**src/rtl/tdm_frame_collector.sv**
```systemverilog
// -----------------------------------------------------------------------------
// tdm_frame_collector
//
// Producer side of the 16-lane summing adder interface. A single
// time-multiplexed stream of channel-tagged samples is assembled into complete
// NUM_CH x DATA_W frames. Each frame is presented on one flat bus with a
// valid/ready handshake.
//
// The block is double-buffered. A fill buffer collects the frame in progress
// while m_frame holds the last complete frame until the adder side takes it.
// With the output free, the block accepts one sample per clock with no bubbles,
// frame after frame.
//
// Ports
//   clk        in   1              rising-edge clock
//   rst_n      in   1              asynchronous active-low reset
//   s_valid    in   1              input sample valid
//   s_ready    out  1              collector can accept a sample (state != HOLD)
//   s_data     in   DATA_W         sample value
//   s_ch       in   clog2(NUM_CH)  channel tag of s_data
//   m_valid    out  1              m_frame holds a complete frame
//   m_ready    in   1              downstream accepts the frame
//   m_frame    out  NUM_CH*DATA_W  lane k = m_frame[k*DATA_W +: DATA_W]
//   seq_err    out  1              one-cycle pulse on a channel-sequence error
//   frame_cnt  out  16             frames delivered, wrapping
//   err_cnt    out  8              sequence errors, saturating at 8'hFF
// -----------------------------------------------------------------------------
module tdm_frame_collector #(
  parameter  int NUM_CH = 16,
  parameter  int DATA_W = 23,
  localparam int CH_W   = (NUM_CH > 1) ? $clog2(NUM_CH) : 1
) (
  input  logic                     clk,
  input  logic                     rst_n,
  input  logic                     s_valid,
  output logic                     s_ready,
  input  logic [DATA_W-1:0]        s_data,
  input  logic [CH_W-1:0]          s_ch,
  output logic                     m_valid,
  input  logic                     m_ready,
  output logic [NUM_CH*DATA_W-1:0] m_frame,
  output logic                     seq_err,
  output logic [15:0]              frame_cnt,
  output logic [7:0]               err_cnt
);

  // SYNC : waiting for a channel-0 sample to align on a frame boundary
  // FILL : collecting channels in order; ch_cnt is the next expected channel
  // HOLD : fill buffer complete but the output is still occupied
  typedef enum logic [1:0] {
    SYNC = 2'd0,
    FILL = 2'd1,
    HOLD = 2'd2
  } state_t;

  localparam logic [CH_W-1:0] CH_ONE  = CH_W'(1);
  localparam logic [CH_W-1:0] CH_LAST = CH_W'(NUM_CH - 1);

  state_t                          state;
  logic [CH_W-1:0]                 ch_cnt;
  logic [NUM_CH-1:0][DATA_W-1:0]   fill_buf;
  logic [NUM_CH-1:0][DATA_W-1:0]   fill_next;

  logic accept;
  logic deliver;
  logic ch_match;
  logic ch_zero;
  logic last_ch;
  logic out_free;
  logic wr_en;

  // ---------------------------------------------------------------------------
  // Handshake and decode
  // ---------------------------------------------------------------------------
  assign s_ready  = (state != HOLD);
  assign accept   = s_valid && s_ready;
  assign deliver  = m_valid && m_ready;

  // ch_cnt never exceeds NUM_CH-1, so an out-of-range tag can never match and
  // is always treated as a mismatch.
  assign ch_match = (s_ch == ch_cnt);
  assign ch_zero  = (s_ch == '0);
  assign last_ch  = (ch_cnt == CH_LAST);

  // The output register can take a new frame this cycle if it is empty or
  // its current frame is leaving.
  assign out_free = !m_valid || m_ready;

  // A sample is written into the fill buffer when it starts a frame (ch0 in
  // SYNC, or a restart ch0 in FILL) or continues the expected sequence.
  // NOTE: every signal driven from always_comb gets a default first, so no
  // path leaves it unassigned and no latch is inferred.
  always_comb begin
    wr_en = 1'b0;
    case (state)
      SYNC:    wr_en = accept && ch_zero;
      FILL:    wr_en = accept && (ch_match || ch_zero);
      default: wr_en = 1'b0;
    endcase
  end

  // Fill buffer contents including the sample accepted this cycle, so a frame
  // completed by its last channel can be copied out without an extra cycle.
  // NOTE: combinational logic uses blocking '=', clocked state uses '<='.
  always_comb begin
    fill_next = fill_buf;
    if (wr_en) begin
      fill_next[s_ch] = s_data;
    end
  end

  // NOTE: the fill buffer is pure datapath with no reset; a lane is only ever
  // read after it has been written within the current frame.
  always_ff @(posedge clk) begin
    fill_buf <= fill_next;
  end

  // ---------------------------------------------------------------------------
  // Control FSM, output register and counters
  // ---------------------------------------------------------------------------
  always_ff @(posedge clk or negedge rst_n) begin
    if (!rst_n) begin
      state     <= SYNC;
      ch_cnt    <= '0;
      m_valid   <= 1'b0;
      m_frame   <= '0;
      seq_err   <= 1'b0;
      frame_cnt <= '0;
      err_cnt   <= '0;
    end else begin
      seq_err <= 1'b0;

      // A delivered frame empties the output unless a new frame is loaded
      // below in the same cycle (later assignment takes precedence).
      if (deliver) begin
        m_valid   <= 1'b0;
        frame_cnt <= frame_cnt + 16'd1;
      end

      case (state)
        SYNC: begin
          // Non-zero tags are dropped silently while hunting for alignment.
          if (accept && ch_zero) begin
            ch_cnt <= CH_ONE;
            state  <= FILL;
          end
        end

        FILL: begin
          if (accept) begin
            if (ch_match) begin
              if (last_ch) begin
                ch_cnt <= '0;
                if (out_free) begin
                  m_frame <= fill_next;
                  m_valid <= 1'b1;
                end else begin
                  // Complete frame parked in the fill buffer; stop input.
                  state <= HOLD;
                end
              end else begin
                ch_cnt <= ch_cnt + CH_ONE;
              end
            end else begin
              seq_err <= 1'b1;
              if (err_cnt != 8'hFF) begin
                err_cnt <= err_cnt + 8'd1;
              end
              if (ch_zero) begin
                // Unexpected ch0 starts a fresh frame; lane 0 is written above.
                ch_cnt <= CH_ONE;
              end else begin
                ch_cnt <= '0;
                state  <= SYNC;
              end
            end
          end
        end

        HOLD: begin
          if (deliver) begin
            m_frame <= fill_buf;
            m_valid <= 1'b1;
            ch_cnt  <= '0;
            state   <= FILL;
          end
        end

        default: begin
          ch_cnt <= '0;
          state  <= SYNC;
        end
      endcase
    end
  end

  // A presented frame must not change or disappear until it is taken.
  a_frame_stable : assert property (
    @(posedge clk) disable iff (!rst_n)
    (m_valid && !m_ready) |=> (m_valid && $stable(m_frame))
  );

endmodule

```
**config.mk**
```make
export PLATFORM = sky130hd
export DESIGN_NAME = tdm_frame_collector
export DESIGN_NICKNAME = d
export VERILOG_FILES = /design/src/rtl/tdm_frame_collector.sv
export SDC_FILE = /design/constraint.sdc
export NUM_CORES = 1
export LEC_CHECK = 0
export CAP_MARGIN = 25
export CORE_AREA = 10 10 213 295
export CTS_CLUSTER_SIZE = 10
export DETAILED_ROUTE_END_ITERATION = 12
export DIE_AREA = 0 0 223 305
export GPL_TIMING_DRIVEN = 0
export PLACE_DENSITY = 0.75
export SYNTH_ARGS = -nofsm -noshare
export SYNTH_HDL_FRONTEND = slang
export SYNTH_SLANG_ARGS = --single-unit
export TNS_END_PERCENT = 50
```
**constraint.sdc**
```tcl
create_clock -name clk -period 2.5 [get_ports clk]
set_input_delay 0.375 -clock clk [delete_from_list [all_inputs] [get_ports clk]]
set_output_delay 0.375 -clock clk [all_outputs]
set_load 0.05 [all_outputs]
```
==> results of run 1 <==
==> final timing paths <==
path	slack, ns	endpoint	from	depth (start not counted)
setup reg to reg	-0.09	m_frame[265]$_DFFE_PN0P_	ch_cnt[1]$_DFFE_PN0P_	9
max in group asynchronous	0.89	m_frame[256]$_DFFE_PN0P_	rst_n	4
setup / recovery	-0.1	m_frame[265]$_DFFE_PN0P_	s_ch[3]	10
hold reg to reg	0.44	fill_buf[190]$_DFF_P_	fill_buf[190]$_DFF_P_	2
hold / removal	0.19	m_frame[125]$_DFFE_PN0P_	rst_n	2
min in group clk	0.44	fill_buf[190]$_DFF_P_	fill_buf[190]$_DFF_P_	2
==> metal layers <==
| metal | wire, um | global-route usage (%) | up-vias |
|---|---|---|---|
| met2 | 45370 | 40.50 | 715 |
| met5 | 0 | 0 | - |
| met3 | 6857 | 7.932 | 189 |
| met4 | 4790 | 11.21 | 0 |
| met1 | 32840 | 24.59 | 9354 |
| li1 | - | - | 8049 |
==> layout make-up <==
type,instances,area share [%]
tap,742,2.376
antenna,2,0.01281
multi-input combinational,1081,27.61
clock inverter,9,0.3714
clock buffer,151,6.186
timing repair buffer,533,15.36
inverter,5,0.05764
buffer,115,3.538
sequential,768,44.48
==> critical path, delay by kind of cell <==
kind / cells / cell delay, ns
buf+inv: 5 / 1.34
mux: 2 / 0.57
simple gates: 2 / 0.49
xor+xnor: 1 / 0.32
==> timing repair <==
| action | in CTS | in global routing |
|---|---|---|
| hold endpoints to repair | 65 | 0 |
| setup endpoints to repair | 673 | 428 |
| buffers inserted | 35 | 14 |
| gates cloned | 2 | 37 |
| hold buffers | 1 | 0 |
| resized for setup | 158 | 500 |
| pin swaps | 13 | 11 |
==> cell families (layout without fill, tap and decap cells) <==
group / count (synthesis) / in the layout / synth area share [%]
AO/OA/AOI/OAI: 95 / 95 / 2.139
AND/OR/NAND/NOR: 351 / 351 / 5.778
multiplexers: 602 / 602 / 24.91
flip-flops: 768 / 768 / 63.89
XOR/XNOR: 26 / 26 / 0.8372
other: 0 / 2 / 0
adder cells (fa/ha/maj): 7 / 7 / 0.3220
buffers and inverters: 126 / 813 / 2.121
==> state kept, by name (all words and copies together) (netlist names) <==
signal and count:
frame_cnt 16, m_valid 1, err_cnt 8, state 2, ch_cnt 4, fill_buf 368
m_frame 368, seq_err 1
==> cell usage in the layout (no fill, tap or decap), types with 7 or more instances in the layout <==
master and n:
a21oi_1 38, a21oi_2 13, a31oi_1 25, buf_12 44, buf_4 39, buf_6 24, buf_8 33, clkbuf_1 97
clkbuf_16 121, clkdlybuf4s50_1 421, dfrtp_1 397, dfxtp_1 368, mux2_1 11, mux2_2 278, mux2_4 311, nand2_1 216
nand3_1 9, nand4_1 10, nor2_1 56, nor2_2 7, nor2_4 12, nor4_4 9, xnor2_1 17
==> through the flow <==
stage / hold slack, ns / area [um2] / setup TNS (ns) / cells
after floorplan: 0.07941 / 27300 / 0 / 1975
after global placement: 0.4189 / 32480 / -7616.08 / 3142
after detailed placement: 0.2567 / 32820 / -733.32 / 3162
after CTS: 0.1707 / 36270 / -3.488 / 3355
after global routing: 0.2165 / 39070 / -37.67 / 3405
final: 0.1921 / 39080 / -9.871 / 3406
==> power by group <==
group	total [W]	switching (W)	leakage (nW)	internal [W]
clock network	0.0117	0.00506	1.21	0.00660
registers	0.0133	0.000267	8.55	0.0131
logic	0.00241	0.00140	7.70	0.00101
total	0.0274	0.00672	17.5	0.0207
==> flow_metrics.env, run 1 <==
export IMPL_drive_gt1_share_pct=35.42
export IMPL_crit_fanout=8
export IMPL_critPathKind="in -> reg"
export IMPL_regArea_um2=17380
export IMPL_first_global_vias=19152
export IMPL_clk_pin_slew_ns=0.06
export IMPL_coreArea_um2=57390
export IMPL_hold_violations=0
export IMPL_hold_class="in -> async"
export IMPL_portBuffers=425
export IMPL_synth_area_top_cells="dfrtp_1 (37%), dfxtp_1 (27%), mux2_2 (23%), nand2_1 (3.0%), mux2_1 (1.6%)"
export IMPL_area_growth_pct=43.67
export IMPL_synth_cell_type_count=48
export IMPL_final_nets=2629
export IMPL_yosysMostFrequentCell="mux2_2"
export IMPL_end_kind="flop"
export IMPL_h_tree_depth=3
export IMPL_clock_latency_ns=0.64
export IMPL_p_total_w=0.02741
export IMPL_slowest_delay_ns=0.66
export IMPL_synth_edff_count=0
export IMPL_yosys_top_cells_count="mux2_2 (562), dfrtp_1 (400), dfxtp_1 (368)"
export IMPL_gp_congestion=0.8321
export IMPL_root_buffer="clkbuf_16"
export IMPL_vias_per_cell=5.375
export IMPL_max_cap_violations=0
export IMPL_initial_core_util_pct=47.40
export IMPL_wire_per_inst_um=26.38
export IMPL_ys_flop_type="dfrtp_1"
export IMPL_num_vias=18307
export IMPL_fill_cells=3809
export IMPL_cts_buffer_depth=3
export IMPL_multiInputGateArea_um2=10790
export IMPL_synth_warnings=0
export IMPL_setup_viol=282
export IMPL_finalWorstSetupSlack_ns=-0.09877
export IMPL_hpwl_um=59020
export IMPL_critPathSlowestCell="clkdlybuf4s50_1"
export IMPL_antenna_found_initial=2
export IMPL_wl_um=89870
export IMPL_syn_area_um2=27200
export IMPL_utilization_pct=68.09
export IMPL_period_needed_ns=2.599
export IMPL_powerDensity_nw_per_um2=701.4
export IMPL_p_leak_nw=17.47
export IMPL_yosysTopAreaCellShare_pct=36.80
export IMPL_ys_ff_latch=768
export IMPL_row_count=104
export IMPL_cts_tree="yes"
export IMPL_drc=0
export IMPL_die_h_um=305
export IMPL_grt_pass1_wl_um=120300
export IMPL_irDropWorstVdd_mv=0.6149
export IMPL_cts_buffers=87
export IMPL_synth_area_per_cell_um2=13.77
export IMPL_drt_initial_drc_count=1148
export IMPL_critical_path_cell_chain="clkdlybuf4s50_1, xnor2_4, nand4_4, buf_12, buf_8, nor4_4, buf_12, clkbuf_16, mux2_4, mux2_4"
export IMPL_chipWidth_um=223
export IMPL_first_pass_iters=6
export IMPL_slew_violations=0
export IMPL_synth_top_area_cell="dfrtp_1"
export IMPL_pre_cts_ws_ns=-1.523
export IMPL_cp_start_kind="primary input"
export IMPL_synthArstFlopShare_pct=52.08
export IMPL_grt_usage_pct=23.24
export IMPL_synthCells=1975
export IMPL_rsz0062_at_grt="yes"
export IMPL_period_share_pct=104.0
export IMPL_syn_nets=2013
export IMPL_ant_nets=0
export IMPL_arrival_ns=3.11
export IMPL_worst_slew_pin_slew_ns=1.223
export IMPL_status="finished, violations left"
export IMPL_cp_required_ns=3.01
export IMPL_grt_max_degree=112
export IMPL_relSlewSlack_pct=18.46
export IMPL_grt_overflow_total=0
export IMPL_finalClockSkew_ns=0.02810
export IMPL_ys_seq_area_share_pct=63.89
export IMPL_die_area_um2=68020
export IMPL_fmax_mhz=384.8
export IMPL_violations="negative setup slack"
export IMPL_clock_sinks=768
export IMPL_ios=426
Note: power is estimated with default switching activity, not from simulation.
==> run 2: changes to the inputs <==
--- a/config.mk
+++ b/config.mk
@@ -12,6 +12,7 @@
 export DIE_AREA = 0 0 223 305
 export GPL_TIMING_DRIVEN = 0
 export PLACE_DENSITY = 0.75
+export SKIP_LAST_GASP = 1
 export SYNTH_ARGS = -nofsm -noshare
 export SYNTH_HDL_FRONTEND = slang
 export SYNTH_SLANG_ARGS = --single-unit
==> run 2 against run 1 <==
Effect of this change: the flow still finishes with violations (negative setup slack); fmax is 0.51% lower; clock skew increased by 0.0031 ns; die area is the same; core utilization down 1.3 points; worst setup slack got worse by 0.013 ns; total power fell by 0.23%; critical path depth stayed put; design area down 2.0%; sequential power barely moved.
==> flow_metrics.env, run 2 (synthesis results as in run 1) <==
export IMPL_rsz0062_at_grt="yes"
export IMPL_reg2reg_depth=9
export IMPL_grt_use_met3_pct=7.941
export IMPL_drt_initial_drc_count=1028
export IMPL_initial_core_util_pct=47.40
export IMPL_utilization_pct=66.76
export IMPL_wl_um=86900
export IMPL_p_leak_nw=17.24
export IMPL_cts_buffers=87
export IMPL_finalWorstSetupSlack_ns=-0.1121
export IMPL_cts_tree="yes"
export IMPL_coreArea_um2=57390
export IMPL_chipWidth_um=223
export IMPL_p_comb_share_pct=8.7
export IMPL_ios=426
export IMPL_first_pass_iters=5
export IMPL_end_kind="flop"
export IMPL_p_int_w=0.02068
export IMPL_h_tree_depth=3
export IMPL_final_common_cell="mux2_2"
export IMPL_root_buffer="clkbuf_16"
export IMPL_first_global_vias=19184
export IMPL_fmax_mhz=382.8
export IMPL_grt_overflow_total=0
export IMPL_num_vias=18239
export IMPL_ant_nets=0
export IMPL_portBuffers=425
export IMPL_cp_required_ns=3.01
export IMPL_clock_latency_ns=0.64
export IMPL_p_sw_share_pct=24.36
export IMPL_row_count=104
export IMPL_dpl_cell_count=3162
export IMPL_period_needed_ns=2.612
export IMPL_die_h_um=305
export IMPL_vias_per_cell=5.363
export IMPL_period_share_pct=104.5
export IMPL_final_nets=2625
export IMPL_powerDensity_nw_per_um2=713.7
export IMPL_met2_usage_pct=40.48
export IMPL_worst_slew_pin_slew_ns=1.139
export IMPL_setup_viol=303
export IMPL_gp_congestion=0.8321
export IMPL_clockPowerShare_pct=42.5
export IMPL_p_switching_w=0.006662
export IMPL_arrival_ns=3.12
export IMPL_drive_gt1_share_pct=35.82
export IMPL_critPathKind="in -> reg"
export IMPL_area_growth_pct=40.86
export IMPL_clock_sinks=768
export IMPL_grt_usage_pct=23.24
export IMPL_clk_pin_slew_ns=0.05
export IMPL_cts_buffer_depth=3
export IMPL_grt_pass1_wl_um=120300
export IMPL_fill_cells=3908
export IMPL_holdWs_ns=0.1968
export IMPL_regArea_um2=17380
export IMPL_drc=0
export IMPL_pre_cts_ws_ns=-1.523
export IMPL_hold_class="in -> async"
export IMPL_wire_per_inst_um=25.55
export IMPL_relSlewSlack_pct=24.07
export IMPL_antenna_found_initial=2
export IMPL_final_cell_mix="mux2_2 (455), clkdlybuf4s50_1 (421), dfrtp_1 (397)"
export IMPL_slew_violations=0
export IMPL_irDropWorstVdd_mv=0.6117
export IMPL_pwr_share_seq_pct=48.8
export IMPL_grt_max_degree=112
export IMPL_crit_fanout=8
export IMPL_finalNonFillerCells=3401
export IMPL_finalClockSkew_ns=0.03123
export IMPL_cp_start_kind="primary input"
export IMPL_gr_usage_met1_pct=24.54
export IMPL_violations="negative setup slack"
export IMPL_grt_busiest_layer="met2"
export IMPL_die_area_um2=68020
export IMPL_p_total_w=0.02734
export IMPL_hold_violations=0
export IMPL_max_cap_violations=0
export IMPL_multiInputGateArea_um2=10180
export IMPL_hpwl_um=59020
export IMPL_status="finished, violations left"
export IMPL_top_regs="fill_buf: 368 flops, m_frame: 368 flops, frame_cnt: 16 flops"
==> run 2: power groups by stage <==
stage / clock, W / sequential, W / combinational (W)
after floorplan: 0 / 0.0137 / 0.00105
after global placement: 0 / 0.0135 / 0.00187
after detailed placement: 0 / 0.0136 / 0.00202
after CTS: 0.0118 / 0.0133 / 0.00219
after global routing: 0.0123 / 0.0134 / 0.00256
final: 0.0116 / 0.0133 / 0.00239
==> run 2: per-layer routing <==
metal,share of wire [%],vias to the layer above
li1,-,8042
met1,36,9299
met2,51,708
met3,8.2,190
met4,5.0,0
met5,0,-
==> run 2: cell type report <==
cell class	instances	share of cell area [%]
antenna	1	0.006532
inverter	5	0.05879
clock inverter	9	0.3788
clock buffer	151	6.310
buffer	115	3.511
sequential	768	45.37
timing repair buffer	529	15.38
tap	742	2.423
multi-input combinational	1081	26.56
==> run 2: worst paths after layout <==
kind | from | endpoint | slack, ns
max | s_ch[3] | m_frame[265]$_DFFE_PN0P_ | -0.11
min | rst_n | m_frame[125]$_DFFE_PN0P_ | 0.20
min in group clk | fill_buf[282]$_DFF_P_ | fill_buf[282]$_DFF_P_ | 0.43
min reg2reg | fill_buf[282]$_DFF_P_ | fill_buf[282]$_DFF_P_ | 0.43
max in group asynchronous | rst_n | m_frame[235]$_DFFE_PN0P_ | 0.89
max reg2reg | ch_cnt[1]$_DFFE_PN0P_ | m_frame[265]$_DFFE_PN0P_ | -0.10
==> run 2: what timing repair did <==
| action | 4_1_cts | 5_1_grt |
|---|---|---|
| resized for setup | 155 | 323 |
| gates cloned | 2 | 32 |
| hold endpoints to repair | 65 | 0 |
| pin swaps | 13 | 21 |
| buffers inserted | 35 | 15 |
| hold buffers | 1 | 0 |
| setup endpoints to repair | 673 | 428 |
==> run 2: critical path, stage by stage <==
cell and delay (ns):
clkdlybuf4s50_1 0.66, xnor2_4 0.32, nand4_4 0.18, buf_12 0.20, buf_8 0.13, nor4_4 0.31, buf_12 0.20, clkbuf_16 0.17
mux2_4 0.31, mux2_4 0.26
==> run 2: metrics by stage <==
step                      setup TNS [ns]  cell area, um2
after floorplan                        0           27300
after global placement          -7616.08           32480
after detailed placement         -733.32           32820
after CTS                         -3.848           36260
after global routing              -42.55           38310
final                             -12.05           38310
==> RTL change: new RTL, settings of run 2 <==
Change the parameter `NUM_CH` from 16 to 8.
--- a/src/rtl/tdm_frame_collector.sv
+++ b/src/rtl/tdm_frame_collector.sv
@@ -26,7 +26,7 @@
 //   err_cnt    out  8              sequence errors, saturating at 8'hFF
 // -----------------------------------------------------------------------------
 module tdm_frame_collector #(
-  parameter  int NUM_CH = 16,
+  parameter  int NUM_CH = 8,
   parameter  int DATA_W = 23,
   localparam int CH_W   = (NUM_CH > 1) ? $clog2(NUM_CH) : 1
 ) (
Ports: changed (resized m_frame and s_ch); port bits go from 426 to 241. The function was not compared with the original's and may differ.
==> RTL change against run 2 <==
Sequential share of layout area is 1.4 points higher; routed wire length is 50% lower; sequential cell count is 369 lower; power is 41% lower; die area stayed put; critical path depth is 1 lower; via count is 52% lower; cell area is 49% lower; synthesized area is 48% lower; worst setup slack better by 0.18 ns; critical path type is now reg2reg; critical endpoint is now m_frame[40]; largest cell class unchanged; highest routed layer unchanged.
==> RTL change: results (changes against run 2) <==
| Metric | Value |
|---|---|
| Crit path max-delay family | `multiplexers (was buffers and inverters)` |
| CP max stage delay | `0.41 ns (was 0.66 ns)` |
| Max Cap Viol | `0 (unchanged)` |
| Antenna violations before repair | `0 (was 2)` |
| WP data arrival | `2.89 ns (was 3.12 ns)` |
| Largest cells by area after synthesis | `dfrtp_1 38%, dfxtp_1 26%, mux2_2 25%, a22o_1 2.8%, buf_2 1.3% (was dfrtp_1 37%, dfxtp_1 27%, mux2_2 23%, nand2_1 3.0%, mux2_1 1.6%)` |
| Buffers on Ports | `238 (was 425)` |
| Pleak | `8.68 nW (was 17.2 nW)` |
| Fillers | `5513 (was 3908)` |
| Setup Skew | `0.0262 ns (was 0.0312 ns)` |
| Pre-CTS WS | `-0.989 ns (was -1.52 ns)` |
| Worst skew pair latency | `0.59 ns (was 0.64 ns)` |
| Final wirelength | `43900 um (was 86900 um)` |
| Yosys cell types | `36 (was 48)` |
| DR pass1 iterations | `4 (was 5)` |
| Cells after Synth | `942 (was 1975)` |
| Top cells by count, synth | `312 x mux2_2, 215 x dfrtp_1, 184 x dfxtp_1, 46 x a22o_1, 36 x buf_2 (was 562 x mux2_2, 400 x dfrtp_1, 368 x dfxtp_1, 218 x nand2_1, 75 x nor2_1)` |
| Largest net degree at the start of global routing | `109 (was 112)` |
| Seq/Total Area, Yosys | `63.5% (was 63.9%)` |
| CTS Buf Count | `48 (was 87)` |
| Initial DRC Count | `346 (was 1028)` |
| Asr flop ratio synth | `53.9% (was 52.1%)` |
| Placed Cells incl. Taps | `1923 (was 3162)` |
| Placer Congestion | `0.786 (was 0.832)` |
| Run status | `completed (was finished, violations left)` |
| HP Class | `reg2reg (was in2async)` |
| Global-route wire length before repair | `64800 um (was 120000 um)` |
| Overall Global Routing Usage | `12.6% (was 23.2%)` |
| Layout cell share with drive strength beyond 1 | `35.3% (was 35.8%)` |
| CTS HTree Levels | `2 (was 3)` |
| Met3 routed WL | `3640 um (was 7160 um)` |
| Area after DPL | `17600 sq um (was 32800 sq um)` |
| Relative slew margins | `42.2% (was 24.1%)` |
| Maximum vdd drop | `0.000579 V (was 0.000612 V)` |
| WL met2 | `22000 um (was 44300 um)` |
| HPWL Detailed | `31000 um (was 59000 um)` |
| DR vias | `8750 (was 18239)` |
| Largest regs | `fill_buf (184), m_frame (184), frame_cnt (16) (was fill_buf (368), m_frame (368), frame_cnt (16))` |
| Metal-1 WL | `17100 um (was 31000 um)` |
| Crit Path Max Fanout | `10 (was 8)` |
| Vias in the first global route | `9782 (was 19184)` |
| Power Dens Cells | `833 nW/um^2 (was 714 nW/um^2)` |
| Syn nets | `980 (was 2013)` |
| Setup tns final | `0 ns (was -12.05 ns)` |
[RTL change: cell types whose count changed in the layout (fill, tap and decap cells not counted), sizes merged, moves of 44 or more]
cell / change
mux2: -275
nor2: -66
dfxtp: -184
clkbuf: -138
dfrtp: -185
a21oi: -48
nand2: -205
buf: -95
a22o: +44
clkdlybuf4s50: -185
[RTL change: cells by family after synthesis]
family          Yosys count  synth area share, %
compound gates           63                 3.67
mux                     326                 25.7
simple gates             67                 2.80
fa+ha+maj                 8                0.701
flops                   399                 63.5
xor+xnor                 25                 1.69
buf+inv                  54                 1.92
[RTL change: per-layer routing]
layer  global-route usage, %  vias up
met2                    21.9      218
met3                    5.18       68
met1                    13.6     4499
met4                    3.95        0
met5                       0        -
li1                        -     3965
[RTL change: path summary, 6_finish.rpt]
check	start	to	slack [ns]	depth (start not counted)
max	state[1]	m_frame[40]	0.06	9
min	fill_buf[40]	fill_buf[40]	0.46	1
max reg2reg	state[1]	m_frame[40]	0.06	9
min reg2reg	fill_buf[40]	fill_buf[40]	0.46	1
max in group asynchronous	rst_n	m_frame[158]	0.94	3
min in group asynchronous	rst_n	m_frame[176]	0.47	2
[RTL change: power by group through the flow]
stage	Sequential (mW)	Combinational (mW)	Clock, mW
3_5_place_dp	7.81	1.99	0
3_3_place_gp	7.76	1.88	0
4_1_cts	7.70	2.04	6.59
5_1_grt	7.79	2.26	6.85
6_report	7.70	2.07	6.39
2_1_floorplan	7.90	1.23	0
[RTL change: worst register-to-register path, cell delays in order (launching register included)]
cell and delay [ns]:
dfrtp_1 0.41, inv_2 0.11, ha_4 0.16, inv_1 0.07
nor4_4 0.35, and3_1 0.25, buf_6 0.17, buf_12 0.16
mux2_1 0.35, mux2_1 0.28
[RTL change: repair_timing]
item / CTS / global route
pin swaps: 3 / 1
resized for setup: 44 / 31
setup buffers: 10 / 5
hold buffers: 1 / 0
endpoints found under the hold margin: 107 / 0
setup endpoints to repair: 351 / 183
[RTL change: layout make-up]
cell class                 count  area share, %
sequential                   399           46.8
multi-input combinational    489           26.0
timing repair buffer         255           13.1
clock buffer                  76           6.89
tap                          742           4.79
buffer                        44           1.96
clock inverter                 8          0.394
inverter                       8          0.155
[RTL change: per-stage QoR]
step / power [mW] / hold slack, ns
6_report: 16.1 / 0.457
5_1_grt: 16.9 / 0.454
4_1_cts: 16.3 / 0.400
3_5_place_dp: 9.81 / 0.448
3_3_place_gp: 9.64 / 0.437
2_1_floorplan: 9.13 / 0.0794
